===== config.mk =====
export PLATFORM = sky130hd
export DESIGN_NAME = memory_mapper
export DESIGN_NICKNAME = d
export VERILOG_FILES = /design/src/rtl/mapper_pkg.sv /design/src/rtl/sync_edge.sv /design/src/rtl/memory_mapper.sv
export SDC_FILE = /design/constraint.sdc
export NUM_CORES = 1
export LEC_CHECK = 0
export ABC_CLOCK_PERIOD_IN_PS = 4100
export CAP_MARGIN = 20
export CORE_UTILIZATION = 64
export CTS_CLUSTER_DIAMETER = 120
export DETAILED_ROUTE_END_ITERATION = 10
export PLACE_DENSITY_LB_ADDON = 0.08
export SETUP_SLACK_MARGIN = 0.05
export SYNTH_ARGS = -nofsm -noshare
export SYNTH_HDL_FRONTEND = slang
export SYNTH_SLANG_ARGS = --single-unit

===== constraint.sdc =====
create_clock -name clk -period 4.1 [get_ports clk]
set_clock_uncertainty 0.2 [all_clocks]
set_input_delay 0.615 -clock clk [delete_from_list [all_inputs] [get_ports clk]]
set_output_delay 0.615 -clock clk [all_outputs]
set_load 0.03 [all_outputs]

===== src/rtl/mapper_pkg.sv =====
// mapper_pkg: shared constants and types for the bank/page memory mapper.
//   - register window geometry
//   - mapper entry field positions
//   - write FSM state encoding
//   - passthrough mapped-bank mask
package mapper_pkg;

   localparam logic [15:0] WIN_BASE_DEFAULT = 16'h4000;
   localparam int unsigned WIN_SIZE         = 32;
   localparam int unsigned NUM_REGS         = 16;

   // Entry layout: mapped[8], readonly[7], page[6:0]
   localparam int unsigned MAP_BIT  = 8;
   localparam int unsigned RO_BIT   = 7;
   localparam int unsigned PAGE_MSB = 6;

   // Banks 2, 3 and A..F are backed by SRAM when mapping is disabled
   localparam logic [15:0] PASS_MAP_MASK = 16'hFC0C;

   typedef logic [MAP_BIT:0] map_entry_t;

   typedef enum logic [1:0] {
      IDLE     = 2'd0,
      LOW_HELD = 2'd1,
      COMMIT   = 2'd2
   } wr_state_e;

   // Byte view of an entry as seen by the CPU: odd lane = page, even lane = flags
   function automatic logic [7:0] entry_byte(input map_entry_t e, input logic odd);
      logic [7:0] b;
      if (odd) begin
         b = {1'b0, e[PAGE_MSB:0]};
      end else begin
         b = {e[MAP_BIT], e[RO_BIT], 6'b0};
      end
      return b;
   endfunction

endpackage


===== src/rtl/sync_edge.sv =====
// sync_edge: two-flop synchronizer (reset value 1) with a registered
// falling-edge pulse aligned to the cycle the synchronized output goes low.
//   clk     in  system clock
//   reset_n in  asynchronous active-low reset
//   i_d     in  asynchronous input
//   o_q     out synchronized level
//   o_fall  out one-cycle pulse on synchronized 1->0 transition
module sync_edge (
   input  logic clk,
   input  logic reset_n,
   input  logic i_d,
   output logic o_q,
   output logic o_fall
);

   logic r_s1;
   logic r_s2;
   logic r_fall;

   always_ff @(posedge clk or negedge reset_n) begin
      if (!reset_n) begin
         r_s1   <= 1'b1;
         r_s2   <= 1'b1;
         r_fall <= 1'b0;
      end else begin
         r_s1   <= i_d;
         r_s2   <= r_s1;
         // r_s2 is about to take the low value held in r_s1
         r_fall <= r_s2 & ~r_s1;
      end
   end

   assign o_q    = r_s2;
   assign o_fall = r_fall;

endmodule


===== src/rtl/memory_mapper.sv =====
// memory_mapper: 16-entry bank/page register file for the SRAM interface.
//   Lookup (combinational): bank_sel -> bank_address / bank_mapped / bank_readonly,
//     from the registers when cru_map_en=1, else fixed passthrough mapping.
//   Programming: CPU byte writes into the 32-byte window at WIN_BASE, odd byte
//     (page) first, even byte (flags) second; committed as one 9-bit entry.
//   Readback: combinational, rd_hit tells the host to drive rd_data.
// Ports:
//   clk, reset_n                 clock, asynchronous active-low reset
//   bank_sel                     bank index (cpu_addr[15:12])
//   bank_mapped/readonly/address lookup result
//   cpu_addr, i_data_bus         CPU address and data byte
//   memen, we, dbin, a15         CPU strobes and byte lane
//   cru_regs_en, cru_map_en      CRU control bits
//   rd_hit, rd_data              register readback
//   wr_busy                      first byte of a register write is held
module memory_mapper
   import mapper_pkg::*;
#(
   parameter logic [15:0] WIN_BASE     = WIN_BASE_DEFAULT,
   parameter logic [2:0]  PASS_PAGE_HI = 3'b000
) (
   input  logic        clk,
   input  logic        reset_n,
   input  logic [3:0]  bank_sel,
   output logic        bank_mapped,
   output logic        bank_readonly,
   output logic [6:0]  bank_address,
   input  logic [15:0] cpu_addr,
   input  logic [7:0]  i_data_bus,
   input  logic        memen,
   input  logic        we,
   input  logic        dbin,
   input  logic        a15,
   input  logic        cru_regs_en,
   input  logic        cru_map_en,
   output logic        rd_hit,
   output logic [7:0]  rd_data,
   output logic        wr_busy
);

   map_entry_t  r_regs [NUM_REGS];
   wr_state_e   r_state;
   wr_state_e   w_state_next;
   logic [3:0]  r_idx;
   logic [6:0]  r_lo_page;
   logic [1:0]  r_hi_flags;

   logic        w_memen_s;
   logic        w_memen_fall;
   logic        w_we_s;
   logic        w_we_fall;
   logic        w_a15_s;
   logic        w_a15_fall;
   logic        w_unused;

   logic        w_hit;
   logic [3:0]  w_idx;
   logic        w_lo_load;
   logic        w_hi_load;
   logic        w_commit;
   map_entry_t  w_lookup;
   map_entry_t  w_rd_entry;

   sync_edge u_sync_memen (
      .clk     (clk),
      .reset_n (reset_n),
      .i_d     (memen),
      .o_q     (w_memen_s),
      .o_fall  (w_memen_fall)
   );

   sync_edge u_sync_we (
      .clk     (clk),
      .reset_n (reset_n),
      .i_d     (we),
      .o_q     (w_we_s),
      .o_fall  (w_we_fall)
   );

   sync_edge u_sync_a15 (
      .clk     (clk),
      .reset_n (reset_n),
      .i_d     (a15),
      .o_q     (w_a15_s),
      .o_fall  (w_a15_fall)
   );

   assign w_unused = w_memen_fall ^ w_a15_fall ^ w_we_s ^ cpu_addr[0];

   assign w_hit = cru_regs_en && (cpu_addr[15:5] == WIN_BASE[15:5]);
   assign w_idx = cpu_addr[4:1];

   // Write FSM next-state
   always_comb begin
      w_state_next = r_state;
      w_lo_load    = 1'b0;
      w_hi_load    = 1'b0;
      w_commit     = 1'b0;
      unique case (r_state)
         IDLE: begin
            // An even byte arriving first is not a valid write and is dropped
            if (w_we_fall && !w_memen_s && w_hit && w_a15_s) begin
               w_lo_load    = 1'b1;
               w_state_next = LOW_HELD;
            end
         end
         LOW_HELD: begin
            if (w_memen_s || !w_hit || (w_idx != r_idx)) begin
               w_state_next = IDLE;
            end else if (w_we_fall && !w_a15_s) begin
               w_hi_load    = 1'b1;
               w_state_next = COMMIT;
            end
         end
         COMMIT: begin
            w_commit     = 1'b1;
            w_state_next = IDLE;
         end
         default: begin
            w_state_next = IDLE;
         end
      endcase
   end

   always_ff @(posedge clk or negedge reset_n) begin
      if (!reset_n) begin
         r_state    <= IDLE;
         r_idx      <= 4'd0;
         r_lo_page  <= 7'd0;
         r_hi_flags <= 2'd0;
      end else begin
         r_state <= w_state_next;
         if (w_lo_load) begin
            r_idx     <= w_idx;
            r_lo_page <= i_data_bus[PAGE_MSB:0];
         end
         if (w_hi_load) begin
            r_hi_flags <= i_data_bus[7:6];
         end
      end
   end

   always_ff @(posedge clk or negedge reset_n) begin
      if (!reset_n) begin
         for (int i = 0; i < NUM_REGS; i++) begin
            r_regs[i] <= '0;
         end
      end else if (w_commit) begin
         r_regs[r_idx] <= {r_hi_flags, r_lo_page};
      end
   end

   assign wr_busy = (r_state == LOW_HELD);

   // Lookup path; during COMMIT the old entry is still visible
   assign w_lookup = r_regs[bank_sel];

   always_comb begin
      bank_mapped   = 1'b0;
      bank_readonly = 1'b0;
      bank_address  = {PASS_PAGE_HI, bank_sel};
      if (cru_map_en) begin
         bank_mapped   = w_lookup[MAP_BIT];
         bank_readonly = w_lookup[RO_BIT];
         bank_address  = w_lookup[PAGE_MSB:0];
      end else begin
         bank_mapped   = PASS_MAP_MASK[bank_sel];
      end
   end

   // Readback uses the raw strobes so it answers within the current bus cycle
   assign w_rd_entry = r_regs[w_idx];
   assign rd_hit     = w_hit && !memen && dbin;
   assign rd_data    = entry_byte(w_rd_entry, a15);

endmodule


==> flow_metrics.tcl <==
set metrics [dict create \
    status "completed" \
    ir_drop_mv 0.303 \
    hold_class "in -> async" \
    p_sw_frac 0.226 \
    ant_nets 0 \
    slew_violations 0 \
    core_area_um2 13200 \
    cts_sinks 166 \
    clkTransAtPathRegs_ns 0.06 \
    p_clk_frac 0.476 \
    crit_top_cell "clkdlybuf4s50_1" \
    cp_slowest_cell "clkdlybuf4s50_1" \
    grt_max_degree 91 \
    rsz0062_at_grt "no" \
    cts_tree "done" \
    p_comb_frac 0.062 \
    cp.buffers_inverters 2 \
    port_buffers 53 \
    postCtsSetupRepairBufs 0 \
    final-hold-violation-count 0 \
    die_y_um 119 \
    routabilityCongestion 0.823 \
    die-area_um2 14100 \
    place_inst 789 \
    period_minus_slack_ns 3.77 \
    vias_per_cell 6.87 \
    avgRoutedWirePerCell_um 26.2 \
    crit_family "buffers and inverters" \
    async_flop_share 1.00 \
    cts_buffers 17 \
    grt_pass1_wl_um 33900 \
    ys_warn_count 0 \
    antenna_found_initial 0 \
    vias 5639 \
    initial_utilization 0.657 \
    critical_path_class "in -> out" \
    arrival_ns 2.95 \
    rows 42 \
    drc 0 \
    p_int_uw 2760 \
    cts-hold-fix-buffers 0 \
    ff2ff_setup_slack_ns 1.51 \
    area_growth_pct 15.6 \
    final_common_cell "dfrtp_1" \
    p_per_area_nw_per_um2 354 \
    yosys_most_used_dff "dfrtp_1" \
    start_kind "primary input" \
    clk_path_buf_depth 2 \
    synthesis.instances 579 \
    max_stage_delay_ns 0.80 \
    min_period_over_period 0.919 \
    tns_ns 0 \
    dpl_cell_area_um2 9430 \
    syn_nets 615 \
    cts-htree-levels 4 \
    die_x_um 119 \
    grt_usage 0.333 \
    routed_wl_um 21500 \
    top_level_ports 55 \
    max_freq_ghz 0.265 \
    cp_max_fo 8 \
    tightest_slew_ns 0.935 \
    worstPathRequired_ns 3.28 \
    insertion_delay_ns 0.43 \
    overflow 0 \
    setup_violations 0 \
    maxCapViolations 0 \
    slew_headroom 0.376 \
    synthesis.area_um2 8700 \
    syn_avg_cell_area_um2 15.0 \
    p_sw_uw 803 \
    crit_path_end_kind "primary output" \
    finalNonFillerCells 821 \
    synth_seq_cells 166 \
    yosysSeqAreaShare 0.478 \
    finalInstanceArea_um2 10100 \
    p_seq_frac 0.462 \
    synth_edf_count 0 \
    n_antenna_cell 0 \
    p_leak_uw 0.00470 \
    cts.repair.resized 0 \
    grt_pass1_vias 5879 \
    drt_iter0_drc 446 \
    worstPathCellList "clkdlybuf4s50_1 -> mux4_2 -> mux2_2 -> a21oi_1 -> a31oi_1 -> clkdlybuf4s50_1" \
    synthDistinctLibCells 45 \
    layout.nets 668 \
    first_pass_iters 5 \
    mostFrequentLayoutCells "dfrtp_1, mux2_2, mux4_2" \
    clock-root-buffer "clkbuf_16" \
    layout-drive-gt1-share 0.389 \
    hpwlAfterDp_um 13800 \
]
-- registers in the layout, indices dropped and copies added (netlist names) --
signal / cells
r_regs: 144
r_hi_flags: 2
u_sync_a15.r_s1: 1
u_sync_memen.r_s1: 1
u_sync_memen.o_q: 1
u_sync_a15.o_q: 1
r_state: 2
u_sync_we.o_fall: 1
u_sync_we.r_s1: 1
r_idx: 4
r_lo_page: 7
u_sync_we.o_q: 1
-- cells in the mapped netlist (2+ instances only) --
cell type  number  area [um2]
a21oi_1         6        30.0
a22o_1          3        26.3
a311oi_1        2        17.5
a31oi_1         3        18.8
buf_1           5        18.8
buf_2          17        85.1
buf_4           4        30.0
buf_6           2        22.5
clkbuf_1       14        52.6
dfrtp_1       160        4000
dfstp_2         6         158
mux2_1         48         541
mux2_2        110        1240
mux2i_1        43         430
mux4_2         64        1440
nand2_1        22        82.6
nand2b_1        4        25.0
nand3_1         6        30.0
nand4_1         3        18.8
nor2_1          8        30.0
nor2b_1        10        62.6
nor3_4          2        32.5
nor4_2          2        25.0
o221ai_1        2        17.5
o22ai_1        10        62.6
xnor2_1         4        35.0
-- worst paths after layout --
check	start	end	cells past startpoint
max in group asynchronous	reset_n	u_sync_we.r_s1$_DFF_PN1_	2
max reg2reg	r_state[0]$_DFFE_PN0P_	r_regs[42]$_DFFE_PN0P_	5
max	bank_sel[2]	bank_address[1]	6
min reg2reg	u_sync_a15.r_s1$_DFF_PN1_	u_sync_a15.o_q$_DFF_PN1_	0
min in group clk	u_sync_a15.r_s1$_DFF_PN1_	u_sync_a15.o_q$_DFF_PN1_	0
min	reset_n	r_regs[131]$_DFFE_PN0P_	1
-- layer usage --
| layer | GRT usage | vias up | wire length (um) |
|---|---|---|---|
| met4 | 0.123 | 0 | 446 |
| met2 | 0.535 | 254 | 10800 |
| li1 | - | 2354 | - |
| met3 | 0.0965 | 42 | 1600 |
| met5 | 0 | - | 0 |
| met1 | 0.434 | 2989 | 8610 |
-- cell families after synthesis --
| group | count (synthesis) | synth area share |
|---|---|---|
| AO/OA/AOI/OAI | 33 | 0.0257 |
| XOR/XNOR | 4 | 0.00402 |
| buffers and inverters | 43 | 0.0244 |
| flip-flops | 166 | 0.478 |
| multiplexers | 265 | 0.419 |
| AND/OR/NAND/NOR | 68 | 0.0482 |
-- stage by stage --
stage	utilization	hold WS (ns)	worst slack, ns	total power (uW)
2_1_floorplan	-	0.119	1.19	1780
3_3_place_gp	0.712	0.146	0.407	1890
3_5_place_dp	0.712	0.148	0.312	1900
4_1_cts	0.760	0.0907	0.312	3590
5_1_grt	0.760	0.124	0.253	3660
6_report	0.760	0.0429	0.332	3560
-- power by group through the flow --
stage	logic (uW)	clock network (uW)	registers (uW)
2_1_floorplan	110	0	1680
3_3_place_gp	219	0	1680
3_5_place_dp	223	0	1680
4_1_cts	224	1720	1650
5_1_grt	239	1770	1640
6_report	222	1690	1650
-- final cells by class --
type / count / area [um2]
fillers: 820 / 3180
well taps: 176 / 220
repair buffers: 76 / 719
clock buffers: 17 / 425
flip-flops and latches: 166 / 4160
inverters: 1 / 3.75
clock inverters: 15 / 205
multi-input cells: 370 / 4330
Note: power is estimated with default switching activity, not from simulation.
